$ cat config.mk
export PLATFORM = sky130hd
export DESIGN_NAME = cong_nbit_pipe
export DESIGN_NICKNAME = d
export VERILOG_FILES = /design/src/rtl/cong_nbit_pipe_pkg.sv /design/src/rtl/cong_slice_add.sv /design/src/rtl/cong_nbit_pipe.sv
export SDC_FILE = /design/constraint.sdc
export NUM_CORES = 1
export LEC_CHECK = 0
export ABC_AREA = 1
export CAP_MARGIN = 5
export CORE_UTILIZATION = 40
export DETAILED_ROUTE_END_ITERATION = 7
export GPL_TIMING_DRIVEN = 0
export PLACE_DENSITY = 0.65
export SYNTH_ARGS = -nofsm -noshare
export SYNTH_HDL_FRONTEND = slang
export SYNTH_HIERARCHICAL = 1
export SYNTH_SLANG_ARGS = --single-unit
$ cat constraint.sdc
create_clock -name clk -period 5.15 [get_ports clk]
set_clock_uncertainty 0.15 [all_clocks]
set_input_delay 1.03 -clock clk [delete_from_list [all_inputs] [get_ports clk]]
set_output_delay 1.03 -clock clk [all_outputs]
set_load 0.05 [all_outputs]
$ cat src/rtl/cong_nbit_pipe_pkg.sv
// Shared defaults for the pipelined adder/subtractor and the derivation of its stage count.
// Imported by the RTL and by the bench, so both use the same geometry.
package cong_nbit_pipe_pkg;

  localparam int DEF_WIDTH = 16;
  localparam int DEF_SLICE = 4;

  // One pipeline stage per SLICE-bit chunk; WIDTH must be a multiple of SLICE.
  function automatic int stages_of(input int width, input int slice);
    return width / slice;
  endfunction

endpackage

$ cat src/rtl/cong_slice_add.sv
// Combinational SLICE-bit ripple adder built as a full-adder chain.
// Also exposes the carry into its MSB so the last stage can form the signed-overflow flag.
module cong_slice_add #(
  parameter int SLICE = 4
) (
  input  logic [SLICE-1:0] a,
  input  logic [SLICE-1:0] b,
  input  logic             cin,
  output logic [SLICE-1:0] sum,
  output logic             cout,
  output logic             cmsb
);

  logic [SLICE:0] c;

  assign c[0] = cin;

  for (genvar i = 0; i < SLICE; i++) begin : g_fa
    assign sum[i] = a[i] ^ b[i] ^ c[i];
    assign c[i+1] = (a[i] & b[i]) | (c[i] & (a[i] ^ b[i]));
  end

  assign cout = c[SLICE];
  assign cmsb = c[SLICE-1];

endmodule

$ cat src/rtl/cong_nbit_pipe.sv
// Pipelined N-bit adder/subtractor: one SLICE-bit chunk per stage, registered carry between
// stages, skew/deskew registers so all slices of one op leave together, valid/ready handshake.
module cong_nbit_pipe
  import cong_nbit_pipe_pkg::*;
#(
  parameter int WIDTH = DEF_WIDTH,
  parameter int SLICE = DEF_SLICE
) (
  input  logic             clk,
  input  logic             rst,
  input  logic             in_valid,
  output logic             in_ready,
  input  logic [WIDTH-1:0] a,
  input  logic [WIDTH-1:0] b,
  input  logic             cin,
  input  logic             sub,
  output logic             out_valid,
  input  logic             out_ready,
  output logic [WIDTH-1:0] sum,
  output logic             cout,
  output logic             ovf
);

  localparam int STAGES = stages_of(WIDTH, SLICE);

  logic             advance;
  logic [WIDTH-1:0] b_cond;
  logic             c0;

  // Subtraction as A + ~B + ~Cin, so Cout=1 means "no borrow".
  assign b_cond   = sub ? ~b : b;
  assign c0       = sub ? ~cin : cin;

  // The whole pipe moves in lockstep; it only holds when a finished result is not taken.
  assign advance  = !out_valid || out_ready;
  assign in_ready = advance;

  for (genvar k = 0; k < STAGES; k++) begin : g_stage
    localparam int DONE = (k + 1) * SLICE;
    localparam int REM  = WIDTH - DONE;

    logic [SLICE-1:0] a_sl;
    logic [SLICE-1:0] b_sl;
    logic [SLICE-1:0] s_sl;
    logic [DONE-1:0]  sum_d;
    logic             v_in;
    logic             c_in;
    logic             c_out;
    logic             c_msb;
    logic             vld_q;
    logic             cy_q;
    logic [DONE-1:0]  sum_q;

    if (k == 0) begin : g_src
      assign v_in  = in_valid;
      assign c_in  = c0;
      assign a_sl  = a[SLICE-1:0];
      assign b_sl  = b_cond[SLICE-1:0];
      assign sum_d = s_sl;
    end else begin : g_src
      assign v_in  = g_stage[k-1].vld_q;
      assign c_in  = g_stage[k-1].cy_q;
      assign a_sl  = g_stage[k-1].g_skew.a_q[SLICE-1:0];
      assign b_sl  = g_stage[k-1].g_skew.b_q[SLICE-1:0];
      assign sum_d = {s_sl, g_stage[k-1].sum_q};
    end

    cong_slice_add #(
      .SLICE(SLICE)
    ) u_add (
      .a   (a_sl),
      .b   (b_sl),
      .cin (c_in),
      .sum (s_sl),
      .cout(c_out),
      .cmsb(c_msb)
    );

    // NOTE: state uses non-blocking assignments and an async reset, so every stage
    // samples the previous stage's old value and reset clears in-flight ops at once.
    always_ff @(posedge clk or posedge rst) begin
      if (rst) begin
        vld_q <= 1'b0;
        cy_q  <= 1'b0;
        sum_q <= '0;
      end else if (advance) begin
        vld_q <= v_in;
        cy_q  <= c_out;
        sum_q <= sum_d;
      end
    end

    // Skew: slices not yet added travel down the pipe, shifted so the next slice sits at bit 0.
    if (REM > 0) begin : g_skew
      logic [REM-1:0] a_d;
      logic [REM-1:0] b_d;
      logic [REM-1:0] a_q;
      logic [REM-1:0] b_q;

      if (k == 0) begin : g_in
        assign a_d = a[WIDTH-1:SLICE];
        assign b_d = b_cond[WIDTH-1:SLICE];
      end else begin : g_in
        assign a_d = g_stage[k-1].g_skew.a_q[REM+SLICE-1:SLICE];
        assign b_d = g_stage[k-1].g_skew.b_q[REM+SLICE-1:SLICE];
      end

      always_ff @(posedge clk or posedge rst) begin
        if (rst) begin
          a_q <= '0;
          b_q <= '0;
        end else if (advance) begin
          a_q <= a_d;
          b_q <= b_d;
        end
      end
    end

    if (k == STAGES - 1) begin : g_last
      logic ovf_q;

      always_ff @(posedge clk or posedge rst) begin
        if (rst) begin
          ovf_q <= 1'b0;
        end else if (advance) begin
          ovf_q <= c_msb ^ c_out;
        end
      end
    end else begin : g_mid
      // Carry into the slice MSB only matters for the top slice.
      logic unused_cmsb;
      assign unused_cmsb = c_msb;
    end
  end

  assign out_valid = g_stage[STAGES-1].vld_q;
  assign sum       = g_stage[STAGES-1].sum_q;
  assign cout      = g_stage[STAGES-1].cy_q;
  assign ovf       = g_stage[STAGES-1].g_last.ovf_q;

endmodule
==> results.md, run 1 <==
- Outcome: finished clean
- Grt total ovfl: 0
- DR WL/cell: 12.4 um
- Sum Neg Setup Slack: 0 ns
- ANT nets after route: 0
- Cell Int Power: 0.00188 W
- Peak supply drop: 0.261 mV
- Root buf cell: clkbuf_8
- Initial core utilization: 41.5%
- Htree depth: 3
- Synth Area in Compound Gates: 4.65%
- Synth Net Count: 542
- Worst path cell trace: clkdlybuf4s50_1 -> inv_1 -> nand2_2 -> buf_2 -> clkdlybuf4s50_1
- Adder-cell share of the synthesized area: 7.44%
- Largest family of logic cells by synthesized area: simple AND/OR/NAND/NOR gates
- Finished Cell Area: 5300 sq um
- DP Area: 5070 sq um
- Tcrit/Tclk final: 77.8%
- First DRT Iteration DRCs: 163
- Via count: 3130
- Least-Margin Pin Slew: 0.500 ns
- Power consumption: 0.00315 W
- Row cnt: 37
- Cts bufs inserted: 9
- Fin Hold WS: 0.305 ns
- Initial antenna violation count: 0
- Clock Power Share: 17.6%
- XOR/XNOR Fraction of Synth Area: 1.02%
- Largest net degree at the start of global routing: 62
- Sequential fraction of the synthesis area: 56.3%
- Mux cell area share after synthesis: 0%
- #FFs+latches synth: 97
- Simple-gate portion of the synthesized area: 21.1%
- PwrDens: 594 nW/um^2
- Vias in the first global route: 3123
- Finish-stage setup viols: 0
- Fmax: 0.250 GHz
- Core area: 10400 sq um
- Post-DP HPWL: 6230 um
- NetSw: 0.00127 W
- YS warnings: 6
- Chip Height: 106 um
- Most used cell along the critical path: clkdlybuf4s50_1
- Antenna diodes: 0
- TritonCTS clock tree: done
- Critical path data required time: 3.97 ns
- Post-Syn Area: 4310 sq um
- Worst Path Class, Setup: in2out
- Max-cap violations: 0
- Pre-Repair DR Iteration Count: 4
- Final wirelength: 8640 um
- Max incr delay on CP: 0.84 ns
- Relative slew margins: 66.6%
- Area delta synth->final: 22.9%
- Post-CTS Setup Inserts: 0
- Clock sink total: 97
- Clock Path Buffers: 2
- Crit. End Element: output port
- Commonest non-fill, non-tap cell in the layout: nand2_1
- Cts hold-fix bufs: 0
- Die width: 106 um
- Lkg Pwr: 2.76 nW
- CP Max Fanout: 10
- Mapped Cells: 488
- # port buffers: 56
- DRC viols: 0
- Hold Crit Class: reg2reg
- Clk slew on worst S/H paths: 0.08 ns
- Top-level I/O count: 58
- CTS resizes: 0
- Sw Ratio: 40.4%
- Comb power frac: 41.7%
- Hold Fails Final Rpt: 0
- Gp weighted congestion: 0.765
- Clock Latency Late Sink: 0.36 ns
- Fin. max-slew vios: 0
- Mean number of vias per cell: 4.50
- Netlist cell types: 14
- Layout cell share with drive strength beyond 1: 6.96%
- Most frequent cells in the layout: 222 x nand2_1, 97 x dfrtp_1, 68 x inv_1, 56 x clkdlybuf4s50_1, 40 x o21ai_0
- Setup crit start kind: input port
- Layout net count: 610
- Worst EP arrival: 2.83 ns
- Global-route wire length before repair: 14900 um
- Final design utilization: 51.1%
- Slowest stage cell, crit path: clkdlybuf4s50_1
- Syn_area_per_cell: 8.83 sq um
- Overall routing resource usage: 17.3%
- Die area: 11200 sq um
- Seq pwr share: 40.7%
- Shortest period the worst path allows: 4.01 ns
- RSZ-0062 raised after global routing: no
==> power groups by stage <==
stage / sequential, W / clock (W) / combinational, W
floorplan: 0.00150 / 0 / 0.000688
CTS: 0.00128 / 0.000565 / 0.00133
finish: 0.00128 / 0.000555 / 0.00131
detailed placement: 0.00129 / 0 / 0.00133
global route: 0.00132 / 0.000599 / 0.00150
global placement: 0.00128 / 0 / 0.00129
==> metal layers <==
layer  track usage [%]  up-vias  routed length [um]
met1              24.1     1472                4240
met2              27.5       69                3930
met5                 0        -                   0
met4              6.85        0                 119
met3              2.35       12                 342
li1                  -     1577                   -
==> flip-flops by register name (all words and copies together), names as in the netlist <==
name	flops
g_stage.sum_q	24
g_stage.vld_q	3
cout	1
ovf	1
g_stage.cy_q	3
g_stage.g_skew.a_q	24
g_stage.g_skew.b_q	24
out_valid	1
sum	16
==> cell type report <==
cell class	count	area, sq um
fillers	1003	5070
flip-flops and latches	97	2430
multi-input cells	298	1480
repair buffers	57	588
inverters	70	265
well taps	136	170
clock buffers	11	151
plain buffers	23	143
clock inverters	4	76.3
==> critical path: cells and delay by family <==
kind	cells	cell delay, ns
buffers and inverters	4	1.69
AND/OR/NAND/NOR	1	0.11
==> per-stage QoR <==
step           std cells  setup slack (ns)
6_report             696              1.14
3_3_place_gp         680            0.0675
2_1_floorplan        488              1.44
3_5_place_dp         681              1.16
5_1_grt              696              1.06
4_1_cts              696              1.15
==> cells by family after synthesis <==
family / Yosys count
buf+inv: 93
simple gates: 237
flops: 97
fa+ha+maj: 16
xor+xnor: 5
compound gates: 40
==> synth_stat cells (all sizes together) <==
library cell | number | area, sq um
xor2 | 5 | 43.8
dfrtp | 97 | 2430
o21ai | 40 | 200
buf | 19 | 128
nor2 | 1 | 6.26
nand2 | 223 | 840
inv | 70 | 263
nand3 | 13 | 65.1
fa | 16 | 320
clkbuf | 4 | 15.0
==> path summary, 6_finish.rpt <==
check	startpoint	to	slack, ns	depth (start not counted)
max in group asynchronous	rst	g_stage[1].g_skew.a_q[7]	3.30	3
worst max-delay path	out_ready	in_ready	1.14	5
worst max register to register	g_stage[0].g_skew.b_q[0]	g_stage[1].sum_q[7]	2.82	8
min in group asynchronous	rst	cout	0.89	2
worst min-delay path	g_stage[2].vld_q	out_valid	0.30	2
worst min register to register	g_stage[2].vld_q	out_valid	0.30	2
(Power assumes the default switching activity.)
==> run 2, diff against run 1 <==
--- a/config.mk
+++ b/config.mk
@@ -10,7 +10,7 @@
 export CORE_UTILIZATION = 40
 export DETAILED_ROUTE_END_ITERATION = 7
 export GPL_TIMING_DRIVEN = 0
-export PLACE_DENSITY = 0.65
+export PLACE_DENSITY = 0.68
 export SYNTH_ARGS = -nofsm -noshare
 export SYNTH_HDL_FRONTEND = slang
 export SYNTH_HIERARCHICAL = 1
==> constraint.sdc (replaced) <==
create_clock -name clk -period 3.31 [get_ports clk]
set_clock_uncertainty 0.15 [all_clocks]
set_input_delay 0.662 -clock clk [delete_from_list [all_inputs] [get_ports clk]]
set_output_delay 0.662 -clock clk [all_outputs]
set_load 0.05 [all_outputs]
==> run 2 against run 1 <==
  * Clock-buffer cell count stayed put
  * Largest cell class unchanged
  * Critical endpoint unchanged
  * Critical path depth stayed put
  * Sequential power increased by 55%
  * Final area is 0.31% higher
  * Critical path type unchanged
==> results.md, run 2 (synthesis results as in run 1) <==
- Initial core utilization: 41.5% (unchanged)
- Worst EP arrival: 2.07 ns (-0.76 ns)
- Hold Path Origin: g_stage[2].vld_q
- Peak supply drop: 0.335 mV (+28%)
- Final wirelength: 8640 um (about the same)
- TritonCTS clock tree: done
- Gp weighted congestion: 0.785 (+2.6%)
- Area delta synth->final: 23.3%
- Die area: 11200 sq um (unchanged)
- Max-cap violations: 0 (unchanged)
- RSZ-0062 raised after global routing: no
- Hold Crit Class: reg2reg
- Top Registers: g_stage.g_skew.a_q (24), g_stage.g_skew.b_q (24), g_stage.sum_q (24)
- Mean number of vias per cell: 4.44 (-1.3%)
- Sum Neg Setup Slack: 0 ns (unchanged)
- Clk slew on worst S/H paths: 0.08 ns (about the same)
- ANT nets after route: 0 (unchanged)
- Finished Cell Area: 5310 sq um (+0.31%)
- Layout net count: 611 (+0.16%)
- Fmax: 0.346 GHz
- Layout cell share with drive strength beyond 1: 7.13% (+0.17 points)
- DP Worst Slack: 0.0486 ns (-1.11 ns)
- RR Startpoint: g_stage[2].g_skew.a_q[0]
- DRC viols: 0 (unchanged)
- Count of placed standard cells including taps: 682 (+0.15%)
- DP Area: 5080 sq um (+0.27%)
- Post-DP HPWL: 6370 um (+2.3%)
- # port buffers: 56 (unchanged)
- Comb power frac: 41.7% (about the same)
- Finish-stage setup viols: 0 (unchanged)
- Worst reg-to-reg path cell count: 8 (unchanged)
- Lkg Pwr: 2.77 nW (+0.23%)
- Fin. max-slew vios: 0 (unchanged)
- Tcrit/Tclk final: 87.2%
- Setup crit start kind: input port
- Grt total ovfl: 0 (unchanged)
- FF-to-FF End: sum[15]
- Root buf cell: clkbuf_8
- Seq pwr share: 40.8% (about the same)
- Vias in the first global route: 3163 (+1.3%)
- Clock sink total: 97 (unchanged)
- Outcome: finished clean
- Clock Path Buffers: 2 (unchanged)
- Global-route wire length before repair: 15000 um (+0.79%)
- Worst Slack Setup Final: 0.423 ns (-0.721 ns)
- Cell Count, Final, Fillers Out: 697 (+0.14%)
- Clock Power Share: 17.6% (about the same)
- Commonest non-fill, non-tap cell in the layout: nand2_1
- Core area: 10400 sq um (unchanged)
- CP Max Fanout: 10 (unchanged)
- Critical path data required time: 2.50 ns (-1.47 ns)
- Reg2reg setup slack: 0.97 ns (-1.85 ns)
- Relative slew margins: 57.5% (-9.1 points)
- Shortest period the worst path allows: 2.89 ns
- Least-Margin Pin Slew: 0.637 ns (+0.137 ns)
- Initial antenna violation count: 0 (unchanged)
- PwrDens: 919 nW/um^2 (+55%)
- Cts bufs inserted: 9 (unchanged)
- DR WL/cell: 12.4 um (about the same)
- Worst Path Class, Setup: in2out
- Worst hold stages: 2 (unchanged)
- Clock Latency Late Sink: 0.36 ns (about the same)
- First DRT Iteration DRCs: 189 (+16%)
- Largest net degree at the start of global routing: 40 (-35%)
- Most frequent cells in the layout: 222 x nand2_1, 97 x dfrtp_1, 68 x inv_1, 55 x clkdlybuf4s50_1, 40 x o21ai_0
- Sw Ratio: 40.3% (-0.10 points)
- Hold Fails Final Rpt: 0 (unchanged)
- Cts hold-fix bufs: 0 (unchanged)
- Worst Hold End: out_valid
- Via count: 3093 (-1.2%)
- Pre-Repair DR Iteration Count: 4 (unchanged)
- Row cnt: 37 (unchanged)
- Overall routing resource usage: 17.5% (+0.13 points)
- Chip Height: 106 um (unchanged)
- Crit. End Element: output port
- Cell Int Power: 0.00292 W (+55%)
- Htree depth: 3 (unchanged)
- Top-level I/O count: 58 (unchanged)
- Die width: 106 um (unchanged)
- Antenna diodes: 0 (unchanged)
- NetSw: 0.00197 W (+55%)
[run 2: worst max-delay path by stage]
stage / from / end / slack (ns) / cells past startpoint
floorplan: sub / g_stage[0].sum_q[3] / 0.29 / 11
finish: out_ready / in_ready / 0.42 / 5
global placement: out_ready / in_ready / 0.06 / 5
detailed placement: out_ready / in_ready / 0.05 / 5
global route: sub / g_stage[0].sum_q[3] / 0.36 / 11
CTS: out_ready / in_ready / 0.03 / 5
[run 2: layer usage]
metal / vias up / share of wire, % / global-route usage [%] / wire, um
li1: 1577 / - / - / -
met1: 1445 / 46 / 23.4 / 4000
met2: 63 / 47 / 28.3 / 4100
met3: 8 / 5.1 / 3.90 / 440
met4: 0 / 1.1 / 5.36 / 95
met5: - / 0 / 0 / 0
[run 2: power groups by stage]
stage          clock network [W]  registers (W)  logic [W]
4_1_cts                 0.000872        0.00199    0.00207
3_3_place_gp                   0        0.00200    0.00200
6_report                0.000858        0.00199    0.00203
2_1_floorplan                  0        0.00234    0.00107
3_5_place_dp                   0        0.00201    0.00206
5_1_grt                 0.000929        0.00206    0.00230
[run 2: what timing repair did]
item,CTS,global route
buffers inserted,0,0
hold endpoints to repair,0,0
endpoints found under the setup margin,0,1
gates resized for setup,0,1
[run 2: critical path, cell delays in order]
cell,delay (ns)
clkdlybuf4s50_1,0.54
inv_1,0.07
nand2_2,0.11
buf_2,0.24
dlymetal6s2s_1,0.45
[run 2: final cells by class]
class / instances / area, sq um
Buffer: 23 / 143
Clock inverter: 4 / 76.3
Inverter: 70 / 267
Tap cell: 136 / 170
Sequential cell: 97 / 2430
Timing Repair Buffer: 58 / 603
Clock buffer: 11 / 151
Fill cell: 995 / 5060
Multi-Input combinational cell: 298 / 1480
[run 2: stage by stage]
stage | util, % | hold WS (ns) | power [W]
2_1_floorplan | - | 0.270 | 0.00341
3_3_place_gp | 48.6 | 0.289 | 0.00400
3_5_place_dp | 49.0 | 0.302 | 0.00407
4_1_cts | 51.2 | 0.324 | 0.00493
5_1_grt | 51.2 | 0.339 | 0.00529
6_report | 51.2 | 0.317 | 0.00488
==> run 3, diff against run 2 <==
--- a/config.mk
+++ b/config.mk
@@ -10,7 +10,7 @@
 export CORE_UTILIZATION = 40
 export DETAILED_ROUTE_END_ITERATION = 7
 export GPL_TIMING_DRIVEN = 0
-export PLACE_DENSITY = 0.68
+export PLACE_DENSITY = 0.65
 export SYNTH_ARGS = -nofsm -noshare
 export SYNTH_HDL_FRONTEND = slang
 export SYNTH_HIERARCHICAL = 1
==> constraint.sdc (replaced) <==
create_clock -name clk -period 3.7 [get_ports clk]
set_clock_uncertainty 0.15 [all_clocks]
set_input_delay 0.74 -clock clk [delete_from_list [all_inputs] [get_ports clk]]
set_output_delay 0.74 -clock clk [all_outputs]
set_load 0.05 [all_outputs]
==> results of run 3 <==
The final DEF is identical to that of run 1. Status: finished clean.
Among the figures that moved: setup slack after placement 1.16 ns -> 0.289 ns; setup slack after layout 1.14 ns -> 0.274 ns; register-to-register setup slack 2.82 ns -> 1.37 ns; total power 0.00315 W -> 0.00438 W; worst IR drop on VDD 0.261 mV -> 0.363 mV
